==> src/rtl/mem_load_arbiter.sv <==
// Program-memory arbiter: downloads DEPTH bytes plus a checksum byte from a loader,
// then hands the memory read port to the CPU once the image has verified.
module mem_load_arbiter #(
    parameter int DEPTH = 16,
    parameter int AW    = 4,
    parameter int DW    = 8
) (
    input  logic          clk,
    input  logic          rst,
    input  logic          load_start,
    input  logic          ld_valid,
    input  logic [DW-1:0] ld_data,
    output logic          ld_ready,
    input  logic          cpu_re,
    input  logic [AW-1:0] cpu_raddr,
    output logic          mem_re,
    output logic [AW-1:0] mem_raddr,
    output logic          mem_we,
    output logic [AW-1:0] mem_waddr,
    output logic [DW-1:0] mem_wdata,
    output logic          cpu_hold,
    output logic          done,
    output logic          error,
    output logic [2:0]    stateDbg
);

    // Loader handshake: a byte transfers on a rising edge where ld_valid and
    // ld_ready are both high; ld_ready never depends on ld_valid.
    typedef enum logic [2:0] {
        IDLE  = 3'd0,
        LOAD  = 3'd1,
        CHECK = 3'd2,
        RUN   = 3'd3,
        ERR   = 3'd4
    } stateT;

    localparam logic [AW-1:0] LAST_ADDR = AW'(DEPTH - 1);

    stateT         state, stateNext;
    logic [AW-1:0] addrCnt, addrCntNext;
    logic [DW-1:0] checksum, checksumNext;
    logic [DW-1:0] sumNow;
    logic          accept;
    logic          weNext;

    logic          weReg;
    logic [AW-1:0] waddrReg;
    logic [DW-1:0] wdataReg;
    logic          holdReg;
    logic          doneReg;
    logic          errorReg;

    assign ld_ready = ((state == LOAD) || (state == CHECK)) && !load_start;
    assign accept   = ld_valid && ld_ready;
    assign sumNow   = checksum + ld_data;

    always_comb begin
        stateNext    = state;
        addrCntNext  = addrCnt;
        checksumNext = checksum;
        weNext       = 1'b0;
        if (load_start) begin
            stateNext    = LOAD;
            addrCntNext  = '0;
            checksumNext = '0;
        end else begin
            case (state)
                LOAD: begin
                    if (accept) begin
                        checksumNext = sumNow;
                        weNext       = 1'b1;
                        // Counter parks on the last address instead of wrapping.
                        if (addrCnt == LAST_ADDR) begin
                            stateNext = CHECK;
                        end else begin
                            addrCntNext = addrCnt + AW'(1);
                        end
                    end
                end
                CHECK: begin
                    if (accept) begin
                        stateNext = (sumNow == '0) ? RUN : ERR;
                    end
                end
                default: begin
                    stateNext = state;
                end
            endcase
        end
    end

    always_ff @(posedge clk or posedge rst) begin
        if (rst) begin
            state    <= IDLE;
            addrCnt  <= '0;
            checksum <= '0;
        end else begin
            state    <= stateNext;
            addrCnt  <= addrCntNext;
            checksum <= checksumNext;
        end
    end

    // Write port lags acceptance by one cycle; reset kills any pending write.
    always_ff @(posedge clk or posedge rst) begin
        if (rst) begin
            weReg    <= 1'b0;
            waddrReg <= '0;
            wdataReg <= '0;
        end else begin
            weReg <= weNext;
            if (weNext) begin
                waddrReg <= addrCnt;
                wdataReg <= ld_data;
            end
        end
    end

    always_ff @(posedge clk or posedge rst) begin
        if (rst) begin
            holdReg  <= 1'b1;
            doneReg  <= 1'b0;
            errorReg <= 1'b0;
        end else begin
            holdReg  <= (stateNext != RUN);
            doneReg  <= (stateNext == RUN);
            errorReg <= (stateNext == ERR);
        end
    end

    assign mem_we    = weReg;
    assign mem_waddr = waddrReg;
    assign mem_wdata = wdataReg;
    assign cpu_hold  = holdReg;
    assign done      = doneReg;
    assign error     = errorReg;
    assign stateDbg  = state;

    // Read port belongs to the CPU only while a verified image is running.
    assign mem_re    = (state == RUN) ? cpu_re : 1'b0;
    assign mem_raddr = (state == RUN) ? cpu_raddr : '0;

endmodule

==> config.mk <==
export PLATFORM = sky130hd
export DESIGN_NAME = mem_load_arbiter
export DESIGN_NICKNAME = d
export VERILOG_FILES = /design/src/rtl/mem_load_arbiter.sv
export SDC_FILE = /design/constraint.sdc
export NUM_CORES = 1
export LEC_CHECK = 0
export CORE_ASPECT_RATIO = 2
export CORE_MARGIN = 1.5
export CORE_UTILIZATION = 30
export CTS_BUF_LIST = sky130_fd_sc_hd__clkbuf_2
export DETAILED_ROUTE_END_ITERATION = 8
export DONT_BUFFER_PORTS = 1
export HOLD_SLACK_MARGIN = 0.05
export PLACE_DENSITY = 0.44
export SYNTH_ARGS = -nofsm -noshare
export SYNTH_HDL_FRONTEND = slang
export SYNTH_SLANG_ARGS = --single-unit
==> constraint.sdc <==
create_clock -name clk -period 3 [get_ports clk]
set_input_delay 0.6 -clock clk [delete_from_list [all_inputs] [get_ports clk]]
set_output_delay 0.6 -clock clk [all_outputs]
set_load 0.01 [all_outputs]
==> results of run 1 <==
-- final timing paths --
check,start,endpoint,slack [ns],cells past startpoint
max,checksum[0],error,0.76,7
min,rst,mem_waddr[2],0.16,2
max reg2reg,checksum[0],error,0.76,7
min reg2reg,checksum[5],checksum[5],0.54,2
max in group asynchronous,rst,cpu_hold,2.50,2
min in group clk,load_start,addrCnt[0],0.25,1
-- report_power, final --
part	switching (mW)	internal, mW	total, mW
logic	0.162	0.114	0.276
registers	0.0338	0.454	0.487
clock network	0.145	0.0687	0.213
-- metrics by stage --
step	setup slack [ns]	hold slack [ns]	std cells	total power, mW	area [um^2]
floorplan	0.646	0.473	189	0.714	1740
CTS	0.768	0.145	253	0.997	1840
global route	0.646	0.170	253	1.05	1840
finish	0.763	0.165	253	0.977	1840
global placement	0.568	0.510	245	0.766	1800
detailed placement	0.531	0.508	245	0.774	1800
-- worst register-to-register path: cells and delay by family (launching register included) --
kind | cells | cell delay (ns)
AOI/OAI and AO/OA | 4 | 0.86
adders and majority gates | 2 | 0.67
DFF | 1 | 0.41
and+or+nand+nor | 1 | 0.22
-- metal layers --
layer / GRT usage, % / wire length [um] / vias to the layer above
met5: 0 / 0 / -
met4: 8.06 / 156 / 0
met3: 4.80 / 231 / 10
met2: 23.8 / 2230 / 42
met1: 15.1 / 1530 / 672
li1: - / - / 654
-- registers in the layout (all words and copies together), names as in the netlist, 3 cells and up --
| name | flops |
|---|---|
| addrCnt | 4 |
| mem_waddr | 4 |
| stateDbg | 3 |
| mem_wdata | 8 |
| checksum | 8 |
-- logic make-up after synthesis --
logic type      count (synthesis)  synth area share [%]
flops                          31                  44.7
buf+inv                        13                  3.03
xor+xnor                        6                  3.03
compound gates                 38                  16.9
fa+ha+maj                       9                  6.92
simple gates                   92                  25.4
-- Yosys cell counts, drive strengths merged --
cell type	number
a211oi	3
a21oi	6
a221o	1
a311o	1
a311oi	1
a31o	3
a31oi	2
and2	5
and3	1
and4	1
buf	3
clkbuf	4
clkinv	2
dfrtp	30
dfstp	1
fa	1
ha	8
inv	4
nand2	46
nand3	7
nand3b	1
nand4b	1
nor2	12
nor2b	4
nor3	8
nor3b	5
o21a	3
o21ai	11
o21ba	2
o21bai	1
o22ai	1
o31a	2
o31ai	1
or3	1
xnor2	5
xor2	1
-- layout make-up --
type                    instances  area (um^2)
fillers                       585         3820
clock buffers                   8         40.0
well taps                      61         76.3
repair buffers                  2         15.0
inverters                       6         22.5
flip-flops and latches         31          777
multi-input cells             145          907
==> impl_results.md, run 1 <==
* Outcome: complete, no violations
* CTS tree: yes
* CTS clk-pin slew, worst paths at 0.15 ns
* Post-DP HPWL at about 3000 um
* Drt pass-1 iters at 4
* Clock Skew at slightly above 0.007 ns
* Number of global-route vias before repair at between 1,000 and 1,500
* Leakage at between 0.8 and 0.9 nW
* Pin count of the biggest net entering global routing at 32
* Power Density at approximately 530 mW/mm^2
* Worst-path maximum fanout at 6
* Hold WC Path Type: input pin to asynchronous set/reset pin
* Mapped cell area at 0.00174 mm^2
* Arr. time, crit path at 2.53 ns
* Fmax at about 0.45 GHz
* GR Overflow Total at 0
* Crit. End Element: flip-flop
* CTS max path bufs at 2
* Post-synth top area share at 43.2%
* Initial antenna violation count at 0
* Clock Sinks at 31
* Synth area leader: dfrtp_1
* CP peak stage delay at around 0.43 ns
* Nets at about 220
* Num CTS Buffers at 5
* Initial Util at roughly 31%
* Data required time at the worst endpoint at 3.29 ns
* Crit path max-delay cell type: fa_1
* DRC Markers at 0
* Die footprint at 0.00628 mm^2
* Clk_lat worst skew at 0.38 ns
* Die height at between 100 and 150 um
* Final setup fails at 0
* Final ANT Viol Nets at 0
* Final-report hold violation count at 0
* Post-CTS Resized at 0
* Final min period at 2.24 ns
* Area growth syn-to-layout at 5.84%
* First-pass GRT wire length at 6770 um
* Share of post-route cells with drive strength above 1 at a little under an eighth
* PortBufs at 0
* RSZ-0062 raised after global routing: false
* Starting DRT DRC Count at 65
* I/O Pins at 42
* Routability congestion estimate at roughly 0.84
* Finished Core Util at 32.5%
* # diodes at 0
* Root buffer cell: clkbuf_2
* Final period utilization at 74.6%
* Routed length per placed instance at ~16 um
* Slew headroom at about two thirds
* Register area share after synthesis at 44.7%
* Setup TNS at 0 ns
* Post-synthesis register bit count at 31
* Most common cell after layout, fill and taps aside: nand2_1
* Post-CTS Hold Buffers at 0
* Core area at 0.00566 mm^2
* WP buf/inv at 0
* Worst-Margin Slew at 0.510 ns
* Crit-path cells: ha_1 > fa_1 > a211oi_2 > o21ba_2 > o22ai_1 > nand4b_4 > o31a_1
* Synth warnings at 0
* Final Max Slew Viols at 0
* Row cnt at 39
* Most frequent cells in the layout: nand2_1 (46), dfrtp_1 (30), nor2_1 (12)
* Final wirelength at 4150 um
* Post-Synthesis Cells at about 190
* Critical Path Start Type: flip-flop
* VDD IR max at about 0.26 mV
* Post-synth cell types at 39
* Vias/cell at roughly 5.4
* Setup Fix Bufs, Post-CTS at 0
* Total number of vias at about 1,400
* Die X at ~57 um
* H-tree levels at 2
* Syn_nets at about 220
* Overall Global Routing Usage at between 10 and 15%
* MaxCap Viol Count at 0
* Syn Area/Cell at 9.19 um^2
* Crit-path leading delay family: compound AO/OA/AOI/OAI gates
* Kind of critical path: flip-flop to flip-flop
* Largest cells by area after synthesis: dfrtp_1 (43%), nand2_1 (9.9%), ha_1 (5.8%), nor2_1 (2.6%), xnor2_1 (2.5%)
Power figures use the tool's default switching activity.
==> run 2: changes to the inputs <==
PLACE_DENSITY = 0.45   (was 0.44)
clock period = 1.85 ns   (was 3 ns; I/O delays follow)
==> impl_results.md, run 2 (synthesis results as in run 1) <==
* I/O Pins at 42 (unchanged)
* Crit. path cell count at 7 (unchanged)
* Leakage at 0.995 nW (+18%)
* CP peak stage delay at 0.42 ns (about the same)
* Crit. End Element: flip-flop
* Min Hold Slack at 0.0844 ns (-0.0803 ns)
* Total chip power at 1.91 mW (+95%)
* Root buffer cell: clkbuf_2
* Final period utilization at 117% (+43 points)
* PortBufs at 0 (unchanged)
* Final ANT Viol Nets at 0 (unchanged)
* R2R Path Start: checksum[0]
* Critical Path Start Type: flip-flop
* Reg2Reg Depth at 7 (unchanged)
* Routed length per placed instance at 15.5 um (-5.5%)
* Die footprint at 0.00628 mm^2 (unchanged)
* Failing checks: setup timing
* Nets at 248 (+14%)
* Final Max Slew Viols at 0 (unchanged)
* MaxCap Viol Count at 0 (unchanged)
* # diodes at 0 (unchanged)
* Row cnt at 39 (unchanged)
* Final-report hold violation count at 0 (unchanged)
* Arr. time, crit path at 2.48 ns (-0.05 ns)
* Hold WC Path Type: input pin to flip-flop
* Hold Crit Start: ld_data[5]
* Pin count of the biggest net entering global routing at 32 (unchanged)
* Reg2Reg Setup Slack at -0.32 ns (-1.08 ns)
* Fmax at 0.462 GHz (+3.3%)
* Clk_lat worst skew at 0.40 ns (+0.02 ns)
* Outcome: finished, violations left
* Slew headroom at 72.3% (+6.5 points)
* Data required time at the worst endpoint at 2.17 ns (-1.12 ns)
* Fin worst setup slack at -0.316 ns (-1.08 ns)
* Crit path max-delay cell type: dfrtp_1
* Setup TNS at -1.85 ns (-1.85 ns)
* Routability congestion estimate at 0.837 (-0.52%)
* Drt pass-1 iters at 5 (+1)
* Number of global-route vias before repair at 1,554 (+18%)
* CTS tree: yes
* Vias/cell at 5.20 (-4.6%)
* Die height at 111 um (unchanged)
* Most frequent CP cell: a211oi_4
* WP buf/inv at 0 (unchanged)
* Area growth syn-to-layout at 27.6%
* Worst r2r dst: error
* Num CTS Buffers at 5 (unchanged)
* Overall Global Routing Usage at 15.2% (+0.98 points)
* Total number of vias at 1,476 (+7.1%)
* Final min period at 2.17 ns (-0.0708 ns)
* Final setup fails at 9 (+9)
* CTS clk-pin slew, worst paths at 0.18 ns (+0.03 ns)
* Clock Skew at 0.0196 ns (+0.0125 ns)
* Core area at 0.00566 mm^2 (unchanged)
* Hold path cells at 2
* Initial antenna violation count at 0 (unchanged)
* Share of post-route cells with drive strength above 1 at 26.9% (+15 points)
* Filler cells at 561 (-4.1%)
* CTS max path bufs at 2 (unchanged)
* Clock Sinks at 31 (unchanged)
* Worst-Margin Slew at 0.416 ns (-0.0946 ns)
* Die X at 56.8 um (unchanged)
* Worst-path maximum fanout at 4 (-2)
* VDD IR max at 0.580 mV (+130%)
* Crit-path cells: ha_2 > fa_2 > a211oi_4 > nor2_2 > a211oi_4 > nand2_1 > o31a_1
* Power Density at 862 mW/mm^2 (+62%)
* Most frequent cells in the layout: nand2_1 (46), dfrtp_1 (27), buf_4 (21)
* H-tree levels at 2 (unchanged)
* Initial Util at 30.7% (unchanged)
* RSZ-0062 raised after global routing: true
* GR Overflow Total at 0 (unchanged)
* Most common cell after layout, fill and taps aside: nand2_1
* Worst Hold End: mem_wdata[5]
* Crit-path leading delay family: compound AO/OA/AOI/OAI gates
* Starting DRT DRC Count at 34 (-48%)
* Final wirelength at 4400 um (+6.0%)
* Post-DP HPWL at 3140 um (+1.9%)
* DRC Markers at 0 (unchanged)
* First-pass GRT wire length at 7220 um (+6.7%)
* Kind of critical path: flip-flop to flip-flop
run 2: worst max-delay path by stage:
stage                            from     to  slack, ns
after floorplan            ld_data[0]  error      -0.19
after global placement     ld_data[0]  error      -0.27
after detailed placement  checksum[0]  error      -0.33
after CTS                 checksum[0]  error      -0.31
after global routing      checksum[0]  error      -0.41
final                     checksum[0]  error      -0.32
run 2: metrics by stage:
| stage | cell area (um^2) | instances | setup WS (ns) | utilization, % |
|---|---|---|---|---|
| after floorplan | 1740 | 189 | -0.185 | - |
| after global placement | 1920 | 261 | -0.268 | 34.0 |
| after detailed placement | 1920 | 261 | -0.334 | 34.0 |
| after CTS | 2180 | 281 | -0.310 | 38.5 |
| after global routing | 2220 | 284 | -0.411 | 39.1 |
| final | 2220 | 284 | -0.316 | 39.1 |
run 2: repair_timing:
action | in CTS | in global routing
endpoints found under the setup margin | 16 | 16
gates resized for setup | 17 | 5
pin swaps | 8 | 3
hold endpoints to repair | 41 | 1
hold buffers | 9 | 1
setup buffers | 3 | 2
run 2: area by class of cell:
class | count | area [um^2] | area share (%)
Inverter | 6 | 22.5 | 1.02
Timing Repair Buffer | 33 | 274 | 12.4
Multi-Input combinational cell | 145 | 998 | 45.1
Tap cell | 61 | 76.3 | 3.44
Clock buffer | 5 | 25.0 | 1.13
Sequential cell | 31 | 781 | 35.2
Clock inverter | 3 | 38.8 | 1.75
run 2: report_power, final:
| part | internal [mW] | switching, mW | leakage (nW) |
|---|---|---|---|
| Clock | 0.222 | 0.254 | 0.0404 |
| Sequential | 0.736 | 0.0600 | 0.400 |
| Combinational | 0.327 | 0.309 | 0.555 |
| Total | 1.29 | 0.623 | 0.995 |
run 2: routing by layer:
metal	up-vias	GRT usage (%)	part of all wire [%]
met4	0	7.60	2.8
met1	714	14.7	37
li1	719	-	-
met2	35	28.0	56
met5	-	0	0
met3	8	4.33	4.2
==> run 3: changes to the inputs <==
CORE_MARGIN = unset   (was 1.5)
SLEW_MARGIN = 30   (was unset)
==> impl_results.md, run 3 (synthesis results as in run 1) <==
* Failing checks: setup timing
* # diodes at 0 (unchanged)
* Initial antenna violation count at 0 (unchanged)
* Routed length per placed instance at 15.7 um (+1.3%)
* H-tree levels at 2 (unchanged)
* Crit-path cells: ha_2 > fa_2 > a211oi_4 > nor2_2 > a211oi_4 > nand2_1 > o31a_1
* Num CTS Buffers at 5 (unchanged)
* VDD IR max at 0.419 mV (-28%)
* Hold WC Path Type: input pin to flip-flop
* Crit path max-delay cell type: dfrtp_1
* Kind of critical path: flip-flop to flip-flop
* Outcome: finished, violations left
* Reg2Reg Setup Slack at -0.25 ns (+0.06 ns)
* Final cell count without fillers at 278 (-2.1%)
* CTS max path bufs at 2 (unchanged)
* Clk_lat worst skew at 0.37 ns (-0.03 ns)
* Final min period at 2.10 ns (-0.0617 ns)
* Dpl ws at -0.309 ns (+0.0256 ns)
* Leakage at 0.980 nW (-1.6%)
* Overall Global Routing Usage at 15.6% (+0.39 points)
* Placed cell areas at 0.00197 mm^2 (+2.7%)
* Clock Sinks at 31 (unchanged)
* Drt pass-1 iters at 4 (-1)
* Crit. End Element: flip-flop
* Power Density at 874 mW/mm^2 (+1.5%)
* Die X at 55.8 um (-1.8%)
* Most frequent cells in the layout: nand2_1 (46), dfrtp_1 (29), buf_4 (26)
* Critical Path Start Type: flip-flop
* Routability congestion estimate at 0.822 (-1.8%)
* MaxCap Viol Count at 0 (unchanged)
* Nets at 243 (-2.0%)
* Arr. time, crit path at 2.39 ns (-0.09 ns)
* Total chip power at 1.88 mW (-1.7%)
* Die height at 110 um (-0.90%)
* Initial Util at 31.5% (+0.81 points)
* Clock Skew at 0.0133 ns (-0.00630 ns)
* Most frequent CP cell: a211oi_4
* Row cnt at 38 (-2.6%)
* Slew headroom at 73.0% (+0.70 points)
* First-pass GRT wire length at 7270 um (+0.57%)
* Final-report hold violation count at 0 (unchanged)
* Filler cells at 570 (+1.6%)
* Min Hold Slack at 0.0929 ns (+0.00855 ns)
* Starting DRT DRC Count at 20 (-41%)
* Core area at 0.00552 mm^2 (-2.6%)
* Post-DP HPWL at 3300 um (+5.3%)
* Data required time at the worst endpoint at 2.13 ns (-0.04 ns)
* Setup TNS at -1.37 ns (+0.476 ns)
* Die footprint at 0.00612 mm^2 (-2.6%)
* Final ANT Viol Nets at 0 (unchanged)
* Number of global-route vias before repair at 1,603 (+3.2%)
* CTS tree: yes
* Root buffer cell: clkbuf_2
* DRC Markers at 0 (unchanged)
* I/O Pins at 42 (unchanged)
* Share of post-route cells with drive strength above 1 at 27.5% (+0.62 points)
* Pin count of the biggest net entering global routing at 32 (unchanged)
* Final instance area at 0.00215 mm^2 (-3.1%)
* Total number of vias at 1,442 (-2.3%)
* Final wirelength at 4370 um (-0.80%)
* Final setup fails at 9 (unchanged)
* CP peak stage delay at 0.42 ns (about the same)
* Worst-Margin Slew at 0.405 ns (-0.0105 ns)
* Fmax at 0.475 GHz (+2.9%)
* Inst Count DP at 267 (+2.3%)
* Area growth syn-to-layout at 23.6%
* CTS clk-pin slew, worst paths at 0.17 ns (about the same)
* PortBufs at 0 (unchanged)
* Worst-path maximum fanout at 4 (unchanged)
* Most common cell after layout, fill and taps aside: nand2_1
* Finished Core Util at 38.9% (-0.22 points)
* GR Overflow Total at 0 (unchanged)
* Fin worst setup slack at -0.255 ns (+0.0617 ns)
* Vias/cell at 5.19 (-0.19%)
* Final period utilization at 114% (-3.3 points)
* RSZ-0062 raised after global routing: true
* Final Max Slew Viols at 0 (unchanged)
## run 3: cell type report
cell class / count / area (um^2) / share of cell area [%]
Multi-Input combinational cell: 145 / 992 / 46.2
Clock inverter: 3 / 38.8 / 1.81
Timing Repair Buffer: 28 / 215 / 10.0
Sequential cell: 31 / 778 / 36.2
Inverter: 6 / 22.5 / 1.05
Tap cell: 60 / 75.1 / 3.50
Clock buffer: 5 / 25.0 / 1.17
## run 3: critical path: cells and delay by family, from the launching register on
| kind | cells | cell delay, ns |
|---|---|---|
| fa+ha+maj | 2 | 0.56 |
| compound gates | 3 | 0.84 |
| simple gates | 2 | 0.21 |
| flops | 1 | 0.42 |
## run 3: report_power, final
part           switching (mW)  internal [mW]
combinational           0.304          0.313
clock                   0.243          0.222
sequential             0.0584          0.736
total                   0.606           1.27
## run 3: path summary, 6_finish.rpt
| path | start | endpoint | cells past startpoint |
|---|---|---|---|
| setup / recovery | checksum[0] | error | 7 |
| hold / removal | ld_data[5] | mem_wdata[5] | 2 |
| setup reg to reg | checksum[0] | error | 7 |
| hold reg to reg | checksum[7] | checksum[7] | 1 |
| max in group asynchronous | rst | cpu_hold | 3 |
| min in group asynchronous | rst | mem_wdata[5] | 3 |
## run 3: layer usage
| layer | global-route usage (%) | vias to the layer above | wire length, um |
|---|---|---|---|
| met2 | 29.9 | 48 | 2350 |
| li1 | - | 701 | - |
| met5 | 0 | - | 0 |
| met1 | 14.7 | 683 | 1580 |
| met4 | 8.04 | 0 | 147 |
| met3 | 4.47 | 10 | 292 |
## run 3: timing repair
| action | 4_1_cts | 5_1_grt |
|---|---|---|
| endpoints found under the setup margin | 15 | 16 |
| resized for setup | 8 | 6 |
| hold buffers | 2 | 0 |
| pin swaps | 4 | 4 |
| setup buffers | 0 | 1 |
| endpoints found under the hold margin | 34 | 0 |
